===== config.mk =====
export PLATFORM = sky130hd
export DESIGN_NAME = usb_ep_status_arb
export DESIGN_NICKNAME = d
export VERILOG_FILES = /design/src/rtl/usb_ep_status_arb_pkg.sv /design/src/rtl/usb_eps_clr_seq.sv /design/src/rtl/usb_ep_status_arb.sv
export SDC_FILE = /design/constraint.sdc
export NUM_CORES = 1
export LEC_CHECK = 0
export CAP_MARGIN = 20
export CORE_MARGIN = 10
export CORE_UTILIZATION = 29
export CTS_BUF_LIST = sky130_fd_sc_hd__clkbuf_4 sky130_fd_sc_hd__clkbuf_8 sky130_fd_sc_hd__clkbuf_16
export CTS_CLUSTER_DIAMETER = 60
export DETAILED_ROUTE_END_ITERATION = 10
export HOLD_SLACK_MARGIN = 0.02
export PLACE_DENSITY = 0.89
export SLEW_MARGIN = 20
export SYNTH_ARGS = -nofsm -noshare
export SYNTH_HDL_FRONTEND = slang
export SYNTH_HIERARCHICAL = 1
export SYNTH_SLANG_ARGS = --single-unit

===== constraint.sdc =====
create_clock -name clk -period 4.4 [get_ports clk]
set_clock_uncertainty 0.15 [all_clocks]
set_input_delay 0.88 -clock clk [delete_from_list [all_inputs] [get_ports clk]]
set_output_delay 0.88 -clock clk [all_outputs]
set_load 0.005 [all_outputs]

===== src/rtl/usb_ep_status_arb_pkg.sv =====
`default_nettype none
// ============================================================================
// Module   : usb_ep_status_arb_pkg
// Brief    : Shared constants and FSM state encoding for the EP status RAM arbiter.
// Revision : 1.0 - initial release
// ============================================================================
package usb_ep_status_arb_pkg;

    localparam int EPS_RD_LAT = 3;

    typedef enum logic [1:0] {
        ST_IDLE   = 2'd0,
        ST_RDWAIT = 2'd1,
        ST_ACK    = 2'd2
    } eps_state_t;

endpackage
`default_nettype wire


===== src/rtl/usb_eps_clr_seq.sv =====
`default_nettype none
// ============================================================================
// Module   : usb_eps_clr_seq
// Brief    : Zero-sweep address counter and busy flag; steps only in engine-idle cycles.
// Revision : 1.0 - initial release
// ============================================================================
module usb_eps_clr_seq
    import usb_ep_status_arb_pkg::*;
#(
    parameter int AW = 8
) (
    input  logic          clk,
    input  logic          rst,
    input  logic          clr_req,
    input  logic          eng_busy,
    output logic          clr_busy,
    output logic [AW-1:0] sweep_addr
);

    always_ff @(posedge clk) begin
        if (rst) begin
            clr_busy   <= 1'b0;
            sweep_addr <= '0;
        end else if (!clr_busy) begin
            if (clr_req) begin
                clr_busy <= 1'b1;
            end
        end else if (!eng_busy) begin
            // The counter wraps to 0 on the last address, ready for the next sweep.
            sweep_addr <= sweep_addr + 1'b1;
            if (&sweep_addr) begin
                clr_busy <= 1'b0;
            end
        end
    end

endmodule
`default_nettype wire


===== src/rtl/usb_ep_status_arb.sv =====
`default_nettype none
// ============================================================================
// Module   : usb_ep_status_arb
// Brief    : EP status RAM arbiter: engine > clear sweep > host bus (req/ack).
//            Macro USB_EPS_ARB_CLEAR_EN builds the whole-RAM zero sweep.
// Revision : 1.0 - initial release
// ============================================================================
module usb_ep_status_arb
    import usb_ep_status_arb_pkg::*;
#(
    parameter int AW     = 8,
    parameter int DW     = 16,
    parameter int RD_LAT = EPS_RD_LAT
) (
    input  logic          clk,
    input  logic          rst,
    input  logic          eng_read_0,
    input  logic          eng_zero_0,
    input  logic          eng_write_0,
    input  logic [AW-1:0] eng_addr_0,
    input  logic [DW-1:0] eng_wrdata_0,
    output logic [DW-1:0] eng_rddata_3,
    input  logic          hb_req,
    input  logic          hb_we,
    input  logic [AW-1:0] hb_addr,
    input  logic [DW-1:0] hb_wdata,
    output logic [DW-1:0] hb_rdata,
    output logic          hb_ack,
    input  logic          clr_req,
    output logic          clr_busy,
    output logic          ram_read_0,
    output logic          ram_zero_0,
    output logic          ram_write_0,
    output logic [AW-1:0] ram_addr_0,
    output logic [DW-1:0] ram_wrdata_0,
    input  logic [DW-1:0] ram_rddata_3
);

    logic          w_eng_busy;
    logic          w_host_issue;
    logic          w_sweep_wr;
    logic [AW-1:0] w_sweep_addr;
    eps_state_t    r_state;
    logic [RD_LAT-1:0] r_tag;
    logic          r_hb_ack;
    logic [DW-1:0] r_hb_rdata;

    assign w_eng_busy   = eng_read_0 | eng_zero_0 | eng_write_0;
    assign eng_rddata_3 = ram_rddata_3;
    assign hb_ack       = r_hb_ack;
    assign hb_rdata     = r_hb_rdata;

`ifdef USB_EPS_ARB_CLEAR_EN
    usb_eps_clr_seq #(
        .AW (AW)
    ) u_clr_seq (
        .clk        (clk),
        .rst        (rst),
        .clr_req    (clr_req),
        .eng_busy   (w_eng_busy),
        .clr_busy   (clr_busy),
        .sweep_addr (w_sweep_addr)
    );
`else
    logic w_unused_clr_req;
    assign w_unused_clr_req = clr_req;
    assign clr_busy         = 1'b0;
    assign w_sweep_addr     = '0;
`endif

    assign w_sweep_wr   = clr_busy & ~w_eng_busy;
    assign w_host_issue = (r_state == ST_IDLE) & hb_req & ~w_eng_busy & ~clr_busy;

    always_comb begin
        ram_read_0   = 1'b0;
        ram_zero_0   = 1'b0;
        ram_write_0  = 1'b0;
        ram_addr_0   = '0;
        ram_wrdata_0 = '0;
        if (w_eng_busy) begin
            ram_read_0   = eng_read_0;
            ram_zero_0   = eng_zero_0;
            ram_write_0  = eng_write_0;
            ram_addr_0   = eng_addr_0;
            ram_wrdata_0 = eng_wrdata_0;
        end else if (w_sweep_wr) begin
            ram_write_0  = 1'b1;
            ram_addr_0   = w_sweep_addr;
        end else if (w_host_issue) begin
            ram_read_0   = ~hb_we;
            ram_write_0  = hb_we;
            ram_addr_0   = hb_addr;
            ram_wrdata_0 = hb_wdata;
        end
    end

    always_ff @(posedge clk) begin
        if (rst) begin
            r_state    <= ST_IDLE;
            r_tag      <= '0;
            r_hb_ack   <= 1'b0;
            r_hb_rdata <= '0;
        end else begin
            // The tag bit reaches the top exactly when the host's read data is on ram_rddata_3.
            r_tag    <= (r_tag << 1) | RD_LAT'(w_host_issue & ~hb_we);
            r_hb_ack <= 1'b0;
            case (r_state)
                ST_IDLE: begin
                    if (w_host_issue) begin
                        if (hb_we) begin
                            r_state  <= ST_ACK;
                            r_hb_ack <= 1'b1;
                        end else begin
                            r_state  <= ST_RDWAIT;
                        end
                    end
                end
                ST_RDWAIT: begin
                    if (r_tag[RD_LAT-1]) begin
                        r_hb_rdata <= ram_rddata_3;
                        r_state    <= ST_ACK;
                        r_hb_ack   <= 1'b1;
                    end
                end
                ST_ACK: begin
                    r_state <= ST_IDLE;
                end
                default: begin
                    r_state <= ST_IDLE;
                end
            endcase
        end
    end

endmodule
`default_nettype wire


# == Word level (Yosys, flattened, before mapping) ==
# Index checks and enable logic that the tools add are counted.
# op_classes
n_bitwise,9
reduce_logical,3
eq_ne,3
muxes,17
# ops
cell,count
two-way mux 16 bit,2
two-way mux 8 bit,2
two-way mux 1 bit,8
two-way mux 2 bit,3
"inequality test 2 bit, second input constant",2
case mux 2 bit (2 select lines),1
AND reduction 2 bit,2
AND 1 x 3 -> 3 bit,1
NOT 1 -> 3 bit,1
OR 3 bit,1
AND 1 bit,2
"== test 2 x 1 -> 1 bit, second input constant",1
logical NOT 2 bit,1
NOT 1 bit,2
OR 1 bit,2
case mux 1 bit (2 select lines),1
# totals
out_inout_bits,61
regBits,22
in_bits,72

# == Logic depth before layout (Yosys ltp) ==
# logic_depth
depth_word,6
depth_mapped,5
ltp_nobuf,3

# == Worst setup path before layout ==
# No wires, ideal clock.
# synth_path
path_type,in2out
startpoint,input eng_zero_0
endpoint,output ram_addr_0[0]
t_arrival_ns,1.741
t_required_ns,3.370
stages,4
path_slack_ns,1.629
cell_sequence,or3_1 buf_2 buf_6 a22o_1
# synth_via
elab_chain_len,6
# synth_rtl
element,line_no,rtl
start: declaration,usb_ep_status_arb.sv:18,"input logic eng_zero_0,"
OR 1 bit (*) (2 in a row),usb_ep_status_arb.sv:48,assign w_eng_busy = eng_read_0 | eng_zero_0 | eng_write_0;
NOT 1 bit,usb_ep_status_arb.sv:72,assign w_host_issue = (r_state == ST_IDLE) & hb_req & ~w_eng_busy & ~clr_busy;
AND 1 bit,usb_ep_status_arb.sv:72,
two-way mux 8 bit,usb_ep_status_arb.sv:89,end else if (w_host_issue) begin
two-way mux 8 bit (*),usb_ep_status_arb.sv:80,if (w_eng_busy) begin
end: declaration,usb_ep_status_arb.sv:34,"output logic [AW-1:0] ram_addr_0,"
# Mark *: on every way between the ends. The rest lies on a longest branch, timed or not.

# == Worst setup path in the final report ==
# layout_path
startpoint,input eng_zero_0
endpoint,output ram_wrdata_0[4]
# layout_via
elab_chain_len,6
# layout_rtl
element,line_no,rtl
OR 1 bit (*) (2 in a row),usb_ep_status_arb.sv:48,
NOT 1 bit,usb_ep_status_arb.sv:72,
AND 1 bit,usb_ep_status_arb.sv:72,
two-way mux 16 bit,usb_ep_status_arb.sv:89,
two-way mux 16 bit (*),usb_ep_status_arb.sv:80,
end: declaration,usb_ep_status_arb.sv:35,"output logic [DW-1:0] ram_wrdata_0,"
# Marked as above.

==> impl_metrics.env <==
export IMPL_post_drt_wl_per_cell_um=18.0
export IMPL_fin_crit_sh_pct=89.2
export IMPL_gp_congestion=0.731
export IMPL_coreArea_um2=3970
export IMPL_cts_max_path_buffers=2
export IMPL_synth_top_area_share_pct=37.4
export IMPL_synth_seq_area_share_pct=37.4
export IMPL_drc=0
export IMPL_worst_slew_pin_slew_ns=0.774
export IMPL_peakVddDrop_uv=198
export IMPL_cp_required_ns=3.37
export IMPL_seqCellArea_um2=440
export IMPL_power_frac_seq_pct=40.9
export IMPL_cts_hold_buffers=0
export IMPL_synth_avg_cell_area_um2=8.29
export IMPL_slew_headroom_pct=48.2
export IMPL_antennaDiodeCount=0
export IMPL_clock_latency_ns=0.25
export IMPL_final_cell_area_um2=2390
export IMPL_post_cts_buffers=0
export IMPL_cap_violations=0
export IMPL_path_buf_inv=2
export IMPL_worstPathArrival_ns=2.89
export IMPL_post_drt_via_cell_ratio=4.45
export IMPL_slowest_stage="or3_1"
export IMPL_pwr_share_clk_pct=28.4
export IMPL_num_vias=1325
export IMPL_drtIter0Drc=50
export IMPL_grt_pass1_vias=1382
export IMPL_clock_sinks=22
export IMPL_pwr_share_comb_pct=30.7
export IMPL_die_x_um=83.7
export IMPL_critPathMaxFanout=24
export IMPL_hold_class="flop to flop"
export IMPL_syn_num_nets=214
export IMPL_outcome="finished, final reports clean"
export IMPL_ant_nets=0
export IMPL_p_per_area_nw_per_um2=204
export IMPL_rsz0062_at_grt="false"
export IMPL_antenna_found_initial=0
export IMPL_path_class="primary input to output pin"
export IMPL_yosysWarningCount=6
export IMPL_die_h_um=83.7
export IMPL_cts_tree="yes"
export IMPL_initial_core_util_pct=29.6
export IMPL_crit_family="buffers and inverters"
export IMPL_p_switching_uw=100
export IMPL_die_area_um2=7010
export IMPL_grt_pass1_wl_um=8270
export IMPL_drive_above_1_share_pct=2.02
export IMPL_p_leak_nw=0.874
export IMPL_layout_nets=321
export IMPL_drt_wl_total_um=5360
export IMPL_cp_common_cell="clkdlybuf4s50_1"
export IMPL_cts_resized=0
export IMPL_multi_input_comb_area_um2=523
export IMPL_crit_path_cell_trace="clkdlybuf4s50_1 -> or3_1 -> a22o_1 -> clkdlybuf4s50_1"
export IMPL_p_sw_share_pct=20.5
export IMPL_maxSlewViolCount=0
export IMPL_dp_hpwl_um=4480
export IMPL_syn_inst=142
export IMPL_cts_buffers=3
export IMPL_end_kind="output pin"
export IMPL_min_period_ns=3.92
export IMPL_num_io_pins=133
export IMPL_power_total_uw=488
export IMPL_synthTopCellsByArea="dfxtp_1 (37%), a22o_1 (18%), buf_4 (11%)"
export IMPL_io_buffers=130
export IMPL_setup_viol=0
export IMPL_slowest_delay_ns=0.71
export IMPL_root_buffer="clkbuf_8"
export IMPL_ys_types=20
export IMPL_internal_power_uw=388
export IMPL_layout_setup_ws_ns=0.476
export IMPL_setup_worst_path_start_class="primary input"
export IMPL_place_area_um2=2340
export IMPL_grt_start_max_net_pins=27
export IMPL_fmax_ghz=0.255
export IMPL_htree_levels=1
export IMPL_netlist_area_um2=1180
export IMPL_place_ws_ns=0.494
export IMPL_area_growth_pct=103
export IMPL_yosys_area_top_type="dfxtp_1"
export IMPL_grt_total_usage_pct=14.5
export IMPL_firstDrtPassIters=4
export IMPL_ys_seq_elements=22
export IMPL_n_fill_cell=353
export IMPL_final_setup_tns_ns=0
export IMPL_grt_overflow_total=0
export IMPL_clk_pin_slew_worst_paths_ns=0.07
export IMPL_finalHoldViolCount=0
export IMPL_placementRows=23
power by group through the flow:
stage / combinational, mW / clock (mW) / sequential, mW
after floorplan: 0.0431 / 0 / 0.204
after global placement: 0.148 / 0 / 0.204
after detailed placement: 0.150 / 0 / 0.204
after CTS: 0.151 / 0.146 / 0.200
after global routing: 0.159 / 0.157 / 0.200
final: 0.150 / 0.138 / 0.200
sequential cells by signal, summed over array words and instances, names as in the netlist:
signal	cells
hb_ack	1
r_tag	3
hb_rdata	16
r_state	2
layout make-up:
cell class	instances	area share, %
Multi-Input combinational cell	90	21.9
Tap cell	50	2.61
Clock buffer	4	2.30
Sequential cell	22	18.4
Inverter	1	0.157
Timing Repair Buffer	131	54.7
through the flow:
stage	instances	hold WS, ns	utilization, %
4_1_cts	298	0.301	60.3
5_1_grt	298	0.313	60.3
6_report	298	0.293	60.3
3_5_place_dp	294	0.282	58.9
3_3_place_gp	294	0.270	58.9
2_1_floorplan	142	0.264	-
cell usage after synthesis, drive strengths merged:
cell    instances
nand2          32
buf            25
a22o           24
dfxtp          22
a21oi          16
clkbuf          4
nor2            4
a21o            2
a41oi           2
nor2b           2
nor3b           2
and3            1
and3b           1
conb            1
inv             1
nand3b          1
nor3            1
or3             1
cells by family (layout without fill, tap and decap cells):
kind of cell / count (synthesis) / after routing / share of synthesized area (%)
AOI/OAI and AO/OA: 44 / 44 / 27.4
buffers and inverters: 30 / 136 / 18.2
DFF: 22 / 22 / 37.4
other: 1 / 1 / 0.319
and+or+nand+nor: 45 / 45 / 16.7
routing by layer:
metal	part of all wire [%]	wire length [um]	track usage [%]
met5	0	0	0
met4	1.4	75	3.35
met3	4.5	241	4.20
met2	60	3200	29.3
met1	34	1850	13.6
layout by cell type (no fill, tap or decap):
cell type / netlist / layout
clkdlybuf4s50_1: 0 / 130
nand2_1: 32 / 32
a22o_1: 24 / 24
dfxtp_1: 22 / 22
a21oi_1: 16 / 16
nor2_1: 4 / 4
clkbuf_8: 0 / 4
a21o_1: 2 / 2
nor3b_1: 2 / 2
a41oi_1: 2 / 2
nor2b_1: 2 / 2
or3_1: 1 / 1
nor3_1: 1 / 1
and3_1: 1 / 1
inv_1: 1 / 1
and3b_1: 1 / 1
nand3b_1: 1 / 1
conb_1: 1 / 1
buf_4: 18 / 1
path summary, 6_finish.rpt:
| path | to | slack, ns | startpoint | cells past startpoint |
|---|---|---|---|---|
| worst max-delay path | ram_wrdata_0[4] | 0.48 | eng_zero_0 | 4 |
| worst max register to register | hb_rdata[15] | 2.90 | r_state[1] | 3 |
| worst min register to register | r_tag[2] | 0.29 | r_tag[1] | 1 |
| worst min-delay path | r_tag[2] | 0.29 | r_tag[1] | 1 |
Note: power is estimated with default switching activity, not from simulation.
